`src/rtl/matmul_pkg.sv`:
```
// Shared definitions for the matrix-multiplier result path.
// Holds the serializer state encoding, default geometry, index-width
// helpers and the row-major flattening function used by the serializer
// and its neighbouring monitor blocks.
package matmul_pkg;

  typedef enum logic [0:0] {
    SER_IDLE   = 1'b0,
    SER_STREAM = 1'b1
  } ser_state_e;

  localparam int unsigned C_ROWS_DEFAULT    = 8;
  localparam int unsigned C_COLUMNS_DEFAULT = 5;

  // Index width for a count of n items; never narrower than one bit so a
  // degenerate 1-row or 1-column matrix still has a legal port.
  function automatic int unsigned idx_width(input int unsigned n);
    return (n > 1) ? $clog2(n) : 1;
  endfunction

  localparam int unsigned ROW_IDX_W = idx_width(C_ROWS_DEFAULT);
  localparam int unsigned COL_IDX_W = idx_width(C_COLUMNS_DEFAULT);

  // Row-major position of element (row, col) in a matrix with ncols columns.
  function automatic int unsigned flat_index(input int unsigned row,
                                             input int unsigned col,
                                             input int unsigned ncols);
    return row * ncols + col;
  endfunction

endpackage

```
`src/rtl/sat_counter.sv`:
```
// Saturating up-counter with increment enable and synchronous active-low
// clear. Sticks at all-ones once reached.
// Ports:
//   clk_i  - clock
//   clr_ni - synchronous clear, active low
//   inc_i  - increment request for this cycle
//   cnt_o  - current count
module sat_counter #(
  parameter int unsigned WIDTH = 8
) (
  input  logic             clk_i,
  input  logic             clr_ni,
  input  logic             inc_i,
  output logic [WIDTH-1:0] cnt_o
);

  logic [WIDTH-1:0] cnt_q, cnt_d;

  // NOTE: every always_comb output gets a default first so no path leaves
  // it unassigned and no latch is inferred.
  always_comb begin
    cnt_d = cnt_q;
    if (inc_i && (cnt_q != '1)) cnt_d = cnt_q + WIDTH'(1);
  end

  // NOTE: sequential state uses non-blocking assignments only, so every
  // register sees the values from before the edge.
  always_ff @(posedge clk_i) begin
    if (!clr_ni) cnt_q <= '0;
    else         cnt_q <= cnt_d;
  end

  assign cnt_o = cnt_q;

endmodule

```
`src/rtl/matmul_result_serializer.sv`:
```
// Captures the multiplier's result matrix in one cycle and streams it
// element by element, row-major, over a valid/ready interface. A matrix
// arriving while the block cannot capture is dropped and recorded in a
// sticky overflow flag and a saturating drop counter.
// Ports:
//   clk_i, reset_ni     - clock, synchronous active-low reset
//   valid_i, c_i        - result pulse and result array from the multiplier
//   ready_o             - capture possible this cycle (status only)
//   m_valid_o/m_ready_i - stream handshake
//   m_data_o            - current element
//   m_row_o, m_col_o    - position of the current element
//   m_row_last_o        - last element of its row
//   m_last_o            - last element of the matrix
//   overflow_o          - sticky: a matrix was dropped
//   drop_cnt_o          - saturating count of dropped matrices
module matmul_result_serializer
  import matmul_pkg::*;
#(
  parameter int unsigned C_DATA_WIDTH   = 19,
  parameter int unsigned C_ROWS         = C_ROWS_DEFAULT,
  parameter int unsigned C_COLUMNS      = C_COLUMNS_DEFAULT,
  parameter int unsigned DROP_CNT_WIDTH = 8
) (
  input  logic                              clk_i,
  input  logic                              reset_ni,
  input  logic                              valid_i,
  input  logic [C_DATA_WIDTH-1:0]           c_i [C_ROWS*C_COLUMNS],
  output logic                              ready_o,
  output logic                              m_valid_o,
  input  logic                              m_ready_i,
  output logic [C_DATA_WIDTH-1:0]           m_data_o,
  output logic [idx_width(C_ROWS)-1:0]      m_row_o,
  output logic [idx_width(C_COLUMNS)-1:0]   m_col_o,
  output logic                              m_row_last_o,
  output logic                              m_last_o,
  output logic                              overflow_o,
  output logic [DROP_CNT_WIDTH-1:0]         drop_cnt_o
);

  localparam int unsigned N     = C_ROWS * C_COLUMNS;
  localparam int unsigned ROW_W = idx_width(C_ROWS);
  localparam int unsigned COL_W = idx_width(C_COLUMNS);
  localparam int unsigned IDX_W = idx_width(N);
  localparam logic [ROW_W-1:0] ROW_END = ROW_W'(C_ROWS - 1);
  localparam logic [COL_W-1:0] COL_END = COL_W'(C_COLUMNS - 1);

  ser_state_e        state_q, state_d;
  logic [ROW_W-1:0]  row_q, row_d;
  logic [COL_W-1:0]  col_q, col_d;
  logic              overflow_q, overflow_d;
  logic [C_DATA_WIDTH-1:0] buf_q [N];

  logic             is_stream, row_end, mat_end, handshake;
  logic             capture, overrun;
  logic [IDX_W-1:0] flat_idx;

  assign is_stream = (state_q == SER_STREAM);
  assign row_end   = (col_q == COL_END);
  assign mat_end   = row_end && (row_q == ROW_END);
  assign handshake = is_stream && m_ready_i;

  // Capture is possible when idle, or when the final element leaves in this
  // very cycle, which lets a new matrix follow with no bubble.
  assign ready_o = !is_stream || (mat_end && handshake);
  assign capture = valid_i && ready_o;
  assign overrun = valid_i && !ready_o;

  always_comb begin
    state_d    = state_q;
    row_d      = row_q;
    col_d      = col_q;
    overflow_d = overflow_q || overrun;
    if (capture) begin
      state_d = SER_STREAM;
      row_d   = '0;
      col_d   = '0;
    end else if (handshake) begin
      if (mat_end) begin
        state_d = SER_IDLE;
        row_d   = '0;
        col_d   = '0;
      end else if (row_end) begin
        col_d = '0;
        row_d = row_q + ROW_W'(1);
      end else begin
        col_d = col_q + COL_W'(1);
      end
    end
  end

  always_ff @(posedge clk_i) begin
    if (!reset_ni) begin
      state_q    <= SER_IDLE;
      row_q      <= '0;
      col_q      <= '0;
      overflow_q <= 1'b0;
    end else begin
      state_q    <= state_d;
      row_q      <= row_d;
      col_q      <= col_d;
      overflow_q <= overflow_d;
    end
  end

  // NOTE: the matrix buffer has no reset; its contents are only observed
  // after a capture has overwritten every entry, and leaving it out keeps
  // the storage a plain register file.
  always_ff @(posedge clk_i) begin
    if (capture) buf_q <= c_i;
  end

  sat_counter #(
    .WIDTH (DROP_CNT_WIDTH)
  ) u_drop_cnt (
    .clk_i  (clk_i),
    .clr_ni (reset_ni),
    .inc_i  (overrun),
    .cnt_o  (drop_cnt_o)
  );

  assign flat_idx = IDX_W'(flat_index(32'(row_q), 32'(col_q), C_COLUMNS));

  // Stream outputs come from the buffer and index registers only; they are
  // forced to zero outside STREAM so reset and idle present a clean bus.
  assign m_valid_o    = is_stream;
  assign m_data_o     = is_stream ? buf_q[flat_idx] : '0;
  assign m_row_o      = row_q;
  assign m_col_o      = col_q;
  assign m_row_last_o = is_stream && row_end;
  assign m_last_o     = is_stream && mat_end;
  assign overflow_o   = overflow_q;

endmodule

```
`config.mk`:
```
export PLATFORM = sky130hd
export DESIGN_NAME = matmul_result_serializer
export DESIGN_NICKNAME = d
export VERILOG_FILES = /design/src/rtl/matmul_pkg.sv /design/src/rtl/sat_counter.sv /design/src/rtl/matmul_result_serializer.sv
export SDC_FILE = /design/constraint.sdc
export NUM_CORES = 1
export LEC_CHECK = 0
export ABC_AREA = 1
export CAP_MARGIN = 40
export CORE_AREA = 2 2 310 312
export DETAILED_ROUTE_END_ITERATION = 7
export DIE_AREA = 0 0 312 314
export GPL_TIMING_DRIVEN = 0
export PLACE_DENSITY = 0.59
export RECOVER_POWER = 25
export SLEW_MARGIN = 20
export SYNTH_ARGS = -nofsm -noshare
export SYNTH_HDL_FRONTEND = slang
export SYNTH_SLANG_ARGS = --single-unit
```
`constraint.sdc`:
```
create_clock -name clk_i -period 69.5 [get_ports clk_i]
set_clock_uncertainty 0.2 [all_clocks]
set_input_delay 13.9 -clock clk_i [delete_from_list [all_inputs] [get_ports clk_i]]
set_output_delay 13.9 -clock clk_i [all_outputs]
set_load 0.01 [all_outputs]
```
==> results_dict.tcl, run 1 <==
set metrics [dict create \
    outcome "finished, final reports clean" \
    antenna_violating_nets_post_route 0 \
    worstSetupStartpointType "input pin" \
    basic_gate_share_of_the_synthesized_area_counting_and_or_nand_and_nor_cells_pct 22.2 \
    synth.yosys.seq_area_share_pct 73.4 \
    die_width_um 312 \
    synth_warnings 0 \
    max-clock-path-buffers 3 \
    cts-root-buf "sky130_fd_sc_hd__clkbuf_16" \
    sw_frac_of_total_pct 22.5 \
    cellPowerDensity_nw_per_um2 24.5 \
    dominant_combinational_cell_family_by_area_after_synthesis "simple AND/OR/NAND/NOR gates" \
    critical_path_class "in2out" \
    route.vias.total 24700 \
    fp.dieH_um 314 \
    irDropWorstVdd_mv 0.0195 \
    cts_post_setup_buffers_inserted 0 \
    synth_top_area_share_pct 72.4 \
    worstMarginPinSlew_ns 0.890 \
    finalWirelength_mm 134 \
    track_usage_pct 26.8 \
    rsz0062_at_grt "false" \
    synth_mux_area_share_pct 0 \
    placementRows 113 \
    synth-xor-area-share_pct 0.139 \
    hold_violations 0 \
    synth.cell_area_sq_um 31500 \
    synth-edff-count 760 \
    synth_area_leaders "sky130_fd_sc_hd__edfxtp_1 (72%), sky130_fd_sc_hd__nand3_1 (11%), sky130_fd_sc_hd__nand2_1 (11%), sky130_fd_sc_hd__buf_2 (1.8%), sky130_fd_sc_hd__dfxtp_1 (1.0%)" \
    fillCellCount 8751 \
    cts.htree.levels 3 \
    drt_pass1_iterations 6 \
    synth-main-ff-cell "sky130_fd_sc_hd__edfxtp_1" \
    routabilityCongestion 0.894 \
    clockPowerShare_pct 40.6 \
    worst_setup_path_end_kind "primary output" \
    clock_sink_count 776 \
    drtIter0Drc 2346 \
    setup_total_negative_slack_ns 0 \
    first_pass_grt_wire_length_mm 181 \
    synthMostInstantiatedCell "sky130_fd_sc_hd__nand2_1" \
    worst-endpoint-arrival_ns 15.26 \
    maximum_number_of_pins_on_one_net_before_global_route_repair 29 \
    ys_seq_elements 776 \
    netlist-cell-type-count 25 \
    route.detailed.vias_per_inst 4.97 \
    internal-power_mw 0.851 \
    number_of_instances_in_the_synthesized_netlist 2665 \
    relSlewSlack_pct 40.7 \
    coreArea_sq_um 94400 \
    drive_above_1_share_pct 8.24 \
    clock_slew_at_the_register_clock_pins_of_the_worst_setup_and_hold_paths_ns 0.05 \
    dp_hpwl_mm 104 \
    synthAdderAreaFrac_pct 0.619 \
    die_area_sq_um 98000 \
    start_util_pct 33.4 \
    detail_route.drc_violations 0 \
    synth_compound_gate_area_share_pct 0.477 \
    area_growth_pct 42.4 \
    post_layout_min_period_ns 29.36 \
    tritoncts.num_buffers 86 \
    cts_hold_repair.buffers 0 \
    grt_pass1_vias 24200 \
    fmaxAchievable_ghz 0.0341 \
    seq_power_share_pct 50.2 \
    leakage_nw 16.8 \
    worst-endpoint-required_ns 55.40 \
    port_buffer_cells 801 \
    synthTopCellsByCount "sky130_fd_sc_hd__nand2_1 (888), sky130_fd_sc_hd__edfxtp_1 (760), sky130_fd_sc_hd__nand3_1 (678)" \
    netlist.top_cell.by_area "sky130_fd_sc_hd__edfxtp_1" \
    routed_wire_length_per_instance_um 26.9 \
    cp_max_fo 3 \
    final_net_count 4379 \
    insertion_delay_ns 0.66 \
    io_pins 802 \
    cts_tree "yes" \
    synth_fp_nets 3444 \
    share_comb_of_total_power_pct 9.2 \
    period_share_pct 42.2 \
    initial_antenna_violation_count 77 \
    switching_power_mw 0.247 \
    maxSlewViolCount 0 \
    timing.max_cap.violations 0 \
    ctsResizeCount 0 \
    hold_path.class "reg2reg" \
    report.final.setup_viol 0 \
    synth_area_per_cell_sq_um 11.8 \
    layout.core_utilization_pct 47.5 \
    grt_residual_overflow 0 \
    fraction_of_registers_with_async_set_reset_pct 0 \
]
-- final timing paths --
path / from / endpoint / slack, ns / cells after the start
hold / removal: overflow_o / overflow_o / 0.28 / 1
setup reg to reg: m_row_o[1] / buf_q[278] / 66.00 / 12
hold reg to reg: overflow_o / overflow_o / 0.28 / 1
setup / recovery: m_ready_i / ready_o / 40.14 / 4
-- stage by stage --
step / area, sq um / worst slack (ns) / hold slack, ns / power, mW / instances
floorplan: 31500 / 21.74 / 0.309 / 0.624 / 2665
CTS: 44700 / 40.14 / 0.283 / 1.11 / 4930
global route: 44800 / 40.11 / 0.302 / 1.13 / 4957
finish: 44900 / 40.14 / 0.281 / 1.10 / 4984
global placement: 41100 / 7.27 / 0.262 / 0.704 / 4731
detailed placement: 42000 / 40.14 / 0.270 / 0.667 / 4776
-- cell type report --
cell class	count	area (sq um)	area share, %
antenna	53	133	0.296
tap	1265	1580	3.53
sequential	776	23100	51.6
clock buffer	103	2280	5.07
clock inverter	51	417	0.929
multi-input combinational	1679	7390	16.5
buffer	163	811	1.81
inverter	47	179	0.399
timing repair buffer	847	8940	19.9
-- flip-flops by register name, indices dropped and copies added (netlist names) --
register,cells
m_row_o,3
overflow_o,1
m_valid_o,1
u_drop_cnt.cnt_o,8
buf_q,760
m_col_o,3
-- worst max-delay path: stages --
cell and delay [ns]:
sky130_fd_sc_hd__clkdlybuf4s50_1 0.51, sky130_fd_sc_hd__nand2_1 0.08, sky130_fd_sc_hd__o21ai_2 0.19, sky130_fd_sc_hd__clkdlybuf4s50_1 0.58
-- power groups by stage --
stage / registers (mW) / clock network (mW) / logic [mW]
6_report: 0.551 / 0.446 / 0.101
5_1_grt: 0.553 / 0.470 / 0.109
4_1_cts: 0.551 / 0.452 / 0.106
3_5_place_dp: 0.561 / 0 / 0.106
3_3_place_gp: 0.607 / 0 / 0.0973
2_1_floorplan: 0.591 / 0 / 0.0328
-- cells in the final DEF, fill, tap and decap left out, drive strengths merged --
cell type,n
a21oi,16
a22oi,1
a31oi,1
buf,186
bufinv,6
clkbuf,126
clkdlybuf4s50,408
clkinv,38
clkinvlp,1
dfxtp,16
diode,53
dlygate4sd3,393
edfxtp,760
fa,1
ha,14
inv,53
nand2,888
nand3,679
nand3b,1
nand4,1
nor2,57
nor3,5
o21a,1
o21ai,9
xor2,5
-- routing by layer --
metal	up-vias	global-route usage (%)	share of wire, %
met3	257	7.15	8.8
met1	11900	33.3	39
met2	1194	45.0	48
met4	28	9.54	3.5
met5	-	0	0.13
li1	11400	-	-
-- cell families after synthesis --
family,after synthesis
adders and majority gates,15
DFF,776
buffers and inverters,210
xor gates and xnor gates,5
AOI/OAI and AO/OA,28
and+or+nand+nor,1631
Note: power is estimated with default switching activity, not from simulation.
==> run 2: changes to the inputs <==
==> constraint.sdc (replaced) <==
create_clock -name clk_i -period 29.1 [get_ports clk_i]
set_clock_uncertainty 0.2 [all_clocks]
set_input_delay 5.82 -clock clk_i [delete_from_list [all_inputs] [get_ports clk_i]]
set_output_delay 5.82 -clock clk_i [all_outputs]
set_load 0.01 [all_outputs]
==> results_dict.tcl, run 2 (synthesis results as in run 1) <==
set metrics [dict create \
    outcome "finished, final reports clean" \
    die_width_um 312 \
    grt_pass1_vias 24300 \
    post-route-cell-area_sq_um 45100 \
    worst-endpoint-required_ns 23.08 \
    fp.dieH_um 314 \
    sw_frac_of_total_pct 22.6 \
    routed_wire_length_per_instance_um 27.0 \
    worst_r2r_path_depth 13 \
    fmaxAchievable_ghz 0.0758 \
    worst_setup_path_end_kind "primary output" \
    relSlewSlack_pct 37.6 \
    period_share_pct 45.3 \
    largest_reg_flops 760 \
    max_flop_register "buf_q" \
    cts_post_setup_buffers_inserted 0 \
    internal-power_mw 2.08 \
    cts-root-buf "sky130_fd_sc_hd__clkbuf_16" \
    finalWirelength_mm 135 \
    worstMarginPinSlew_ns 0.926 \
    drt_pass1_iterations 6 \
    rsz0062_at_grt "false" \
    drtIter0Drc 2538 \
    leakage_nw 16.9 \
    drive_above_1_share_pct 8.64 \
    cp_max_fo 3 \
    hold_violations 0 \
    start_util_pct 33.4 \
    final_net_count 4381 \
    detail_route.drc_violations 0 \
    worst-endpoint-arrival_ns 7.17 \
    first_pass_grt_wire_length_mm 181 \
    layout.core_utilization_pct 47.7 \
    cellPowerDensity_nw_per_um2 59.7 \
    post_layout_min_period_ns 13.19 \
    irDropWorstVdd_mv 0.0374 \
    ctsResizeCount 0 \
    routabilityCongestion 0.900 \
    cp_common_cell "sky130_fd_sc_hd__clkdlybuf4s50_1" \
    switching_power_mw 0.609 \
    cts_tree "yes" \
    die_area_sq_um 98000 \
    area_growth_pct 43.1 \
    cts_hold_repair.buffers 0 \
    layout_commonest_cell "sky130_fd_sc_hd__nand2_1" \
    maxSlewViolCount 0 \
    max-clock-path-buffers 3 \
    share_comb_of_total_power_pct 9.0 \
    route.detailed.vias_per_inst 4.98 \
    report.final.setup_viol 0 \
    track_usage_pct 26.8 \
    slowest_delay_ns 0.59 \
    port_buffer_cells 801 \
    cts.htree.levels 3 \
    clockPowerShare_pct 42.1 \
    critical_path_class "in2out" \
    dp_hpwl_mm 104 \
    hold_path.class "reg2reg" \
    route.vias.total 24800 \
    initial_antenna_violation_count 91 \
    tritoncts.num_buffers 88 \
    maximum_number_of_pins_on_one_net_before_global_route_repair 31 \
    io_pins 802 \
    worstSetupStartpointType "input pin" \
    coreArea_sq_um 94400 \
    dpl-instance-area_sq_um 42000 \
    cp_slowest_cell "sky130_fd_sc_hd__clkdlybuf4s50_1" \
    count_of_cells_along_the_worst_hold_path 1 \
    insertion_delay_ns 0.67 \
    seq_power_share_pct 48.9 \
    clock_sink_count 776 \
    setup_total_negative_slack_ns 0 \
    path_cells "clkdlybuf4s50_1 -> nand2_1 -> o21ai_2 -> clkdlybuf4s50_1" \
    antenna_violating_nets_post_route 0 \
    clock_slew_at_the_register_clock_pins_of_the_worst_setup_and_hold_paths_ns 0.05 \
    timing.max_cap.violations 0 \
    most-common-layout-cells "sky130_fd_sc_hd__nand2_1 (888), sky130_fd_sc_hd__edfxtp_1 (760), sky130_fd_sc_hd__nand3_1 (678)" \
    hold_ws_ns 0.270 \
    grt_residual_overflow 0 \
    placementRows 113 \
]
==> run 2: power groups by stage <==
stage                     clock (mW)  sequential (mW)  combinational [mW]
after global routing            1.19             1.32               0.260
final                           1.13             1.32               0.243
after floorplan                    0             1.38              0.0784
after global placement             0             1.40               0.233
after CTS                       1.15             1.32               0.254
after detailed placement           0             1.34               0.253
==> run 2: metrics by stage <==
step           setup WS (ns)  power, mW  instances
2_1_floorplan           2.34       1.46       2665
3_3_place_gp           -6.72       1.64       4731
3_5_place_dp           15.91       1.59       4776
4_1_cts                15.89       2.72       4935
5_1_grt                15.82       2.77       4965
6_report               15.91       2.69       4990
==> run 2: final cells by class <==
cell class                 count  area [sq um]
fill                        8716         49400
sequential                   776         23100
timing repair buffer         847          8940
multi-input combinational   1679          7390
clock buffer                 106          2320
tap                         1265          1580
buffer                       163           812
clock inverter                53           589
inverter                      47           179
antenna                       54           135
==> run 2: worst max-delay path: cells and delay by family <==
| family | cells | cell delay, ns |
|---|---|---|
| compound gates | 1 | 0.18 |
| buf+inv | 2 | 1.09 |
| simple gates | 1 | 0.08 |
==> run 2: worst paths after layout <==
check | from | end | slack (ns)
worst max-delay path | m_ready_i | ready_o | 15.91
worst min-delay path | overflow_o | overflow_o | 0.27
worst max register to register | m_row_o[0] | buf_q[324] | 25.33
worst min register to register | overflow_o | overflow_o | 0.27
==> run 2: routing by layer <==
metal	wire (um)	share of wire, %	GRT usage (%)
met4	4490	3.3	9.29
met3	11100	8.2	6.86
met1	53100	39	33.2
met5	161	0.12	0
met2	65900	49	45.4
==> run 3: changes to the inputs <==
--- a/config.mk
+++ b/config.mk
@@ -11,7 +11,7 @@
 export DETAILED_ROUTE_END_ITERATION = 7
 export DIE_AREA = 0 0 312 314
 export GPL_TIMING_DRIVEN = 0
-export PLACE_DENSITY = 0.59
+export PLACE_DENSITY = 0.61
 export RECOVER_POWER = 25
 export SLEW_MARGIN = 20
 export SYNTH_ARGS = -nofsm -noshare
==> constraint.sdc (replaced) <==
create_clock -name clk_i -period 10.55 [get_ports clk_i]
set_clock_uncertainty 0.2 [all_clocks]
set_input_delay 2.11 -clock clk_i [delete_from_list [all_inputs] [get_ports clk_i]]
set_output_delay 2.11 -clock clk_i [all_outputs]
set_load 0.01 [all_outputs]
==> results_dict.tcl, run 3 (synthesis results as in run 1) <==
set metrics [dict create \
    final_critical_path_setup_slack_ns 2.94 \
    placementRows 113 \
    routabilityCongestion 0.904 \
    dp_hpwl_mm 106 \
    die_width_um 312 \
    route.vias.total 24900 \
    finalWirelength_mm 136 \
    clock_sink_count 776 \
    initial_antenna_violation_count 82 \
    hold_ws_ns 0.275 \
    maximum_number_of_pins_on_one_net_before_global_route_repair 30 \
    start_util_pct 33.4 \
    worst_setup_path_end_kind "primary output" \
    leakage_nw 16.8 \
    first_pass_grt_wire_length_mm 183 \
    worstMarginPinSlew_ns 0.920 \
    fp.dieH_um 314 \
    track_usage_pct 27.1 \
    worstSetupStartpointType "flop" \
    regArea_sq_um 23100 \
    largest_reg_flops 760 \
    clock_slew_at_the_register_clock_pins_of_the_worst_setup_and_hold_paths_ns 0.06 \
    maxSlewViolCount 0 \
    drive_above_1_share_pct 8.21 \
    grt_residual_overflow 0 \
    drtIter0Drc 2363 \
    layout.core_utilization_pct 47.4 \
    detail_route.drc_violations 0 \
    multi_input_comb_area_sq_um 7400 \
    fin_total_pwr_mw 7.22 \
    timing.max_cap.violations 0 \
    tritoncts.num_buffers 87 \
    max_flop_register "buf_q" \
    antenna_violating_nets_post_route 0 \
    worst-endpoint-required_ns 8.24 \
    dpl-instance-area_sq_um 42000 \
    fillCellCount 8793 \
    cts_post_setup_buffers_inserted 0 \
    report.final.setup_viol 0 \
    ctsResizeCount 0 \
    rsz0062_at_grt "false" \
    hold_path.class "reg2reg" \
    period_share_pct 72.1 \
    fmaxAchievable_ghz 0.131 \
    final_net_count 4379 \
    drt_pass1_iterations 5 \
    coreArea_sq_um 94400 \
    route.detailed.vias_per_inst 5.00 \
    critical_path_class "reg2out" \
    relSlewSlack_pct 38.7 \
    insertion_delay_ns 0.67 \
    irDropWorstVdd_mv 0.118 \
    cts-root-buf "sky130_fd_sc_hd__clkbuf_16" \
    area_growth_pct 42.2 \
    most-common-layout-cells "sky130_fd_sc_hd__nand2_1 (887), sky130_fd_sc_hd__edfxtp_1 (760), sky130_fd_sc_hd__nand3_1 (678)" \
    cts_tree "yes" \
    cp_max_fo 10 \
    max-clock-path-buffers 3 \
    layout_commonest_cell "sky130_fd_sc_hd__nand2_1" \
    port_buffer_cells 801 \
    worst-endpoint-arrival_ns 5.30 \
    cts_hold_repair.buffers 0 \
    outcome "finished, final reports clean" \
    io_pins 802 \
    hold_violations 0 \
    cellPowerDensity_nw_per_um2 161 \
    post_layout_min_period_ns 7.61 \
    post-route-cell-area_sq_um 44800 \
    routed_wire_length_per_instance_um 27.4 \
    cts.htree.levels 3 \
    dp_worst_setup_slack_ns 3.69 \
    grt_pass1_vias 24500 \
    die_area_sq_um 98000 \
]
==> run 3: changes by cell type in the layout (fill, tap and decap cells not counted), moves of 3 or more <==
cell	change
sky130_fd_sc_hd__clkbuf_1	+8
sky130_fd_sc_hd__clkinv_1	+7
sky130_fd_sc_hd__bufinv_16	-6
sky130_fd_sc_hd__diode_2	-4
sky130_fd_sc_hd__clkbuf_8	-3
sky130_fd_sc_hd__clkinv_2	-3
sky130_fd_sc_hd__clkinvlp_4	-3
==> run 3: critical path: stages (launching register included) <==
cell	delay [ns]
sky130_fd_sc_hd__dfxtp_1	0.44
sky130_fd_sc_hd__ha_1	0.27
sky130_fd_sc_hd__ha_1	0.31
sky130_fd_sc_hd__fa_1	0.51
sky130_fd_sc_hd__buf_2	0.18
sky130_fd_sc_hd__buf_2	0.38
sky130_fd_sc_hd__buf_1	0.70
sky130_fd_sc_hd__nand3_1	0.26
sky130_fd_sc_hd__nand3_1	0.14
sky130_fd_sc_hd__nand3_1	0.28
sky130_fd_sc_hd__nand3_1	0.30
sky130_fd_sc_hd__nand2_1	0.12
sky130_fd_sc_hd__inv_1	0.09
sky130_fd_sc_hd__clkdlybuf4s50_1	0.62
==> run 3: metal layers <==
metal	share of wire (%)	wire length, um	GRT usage [%]
met5	0.19	254	0
met4	3.3	4470	8.71
met3	8.9	12200	7.42
met1	39	52600	33.3
met2	49	66800	46.2
==> run 3: per-stage QoR <==
step                      cells  setup TNS, ns
after CTS                  4933              0
after global placement     4731       -6774.99
after global routing       4962              0
after detailed placement   4776              0
after floorplan            2665       -2814.21
final                      4983              0
==> run 3: final timing paths <==
path	cells after the start	from	slack, ns	end
setup / recovery	13	m_row_o[0]	2.94	m_data_o[0]
hold reg to reg	1	overflow_o	0.27	overflow_o
hold / removal	1	overflow_o	0.27	overflow_o
setup reg to reg	13	m_row_o[1]	6.71	buf_q[367]
==> run 3: area by class of cell <==
cell class	instances	share of cell area, %
buffer	163	1.81
sequential	776	51.6
clock inverter	48	0.879
inverter	47	0.399
timing repair buffer	846	19.9
multi-input combinational	1679	16.5
tap	1265	3.53
clock buffer	109	5.04
antenna	50	0.279
==> run 3: power by group <==
group	internal [mW]	switching, mW
registers	3.59	0.0466
logic	0.339	0.331
clock network	1.62	1.29
total	5.55	1.67
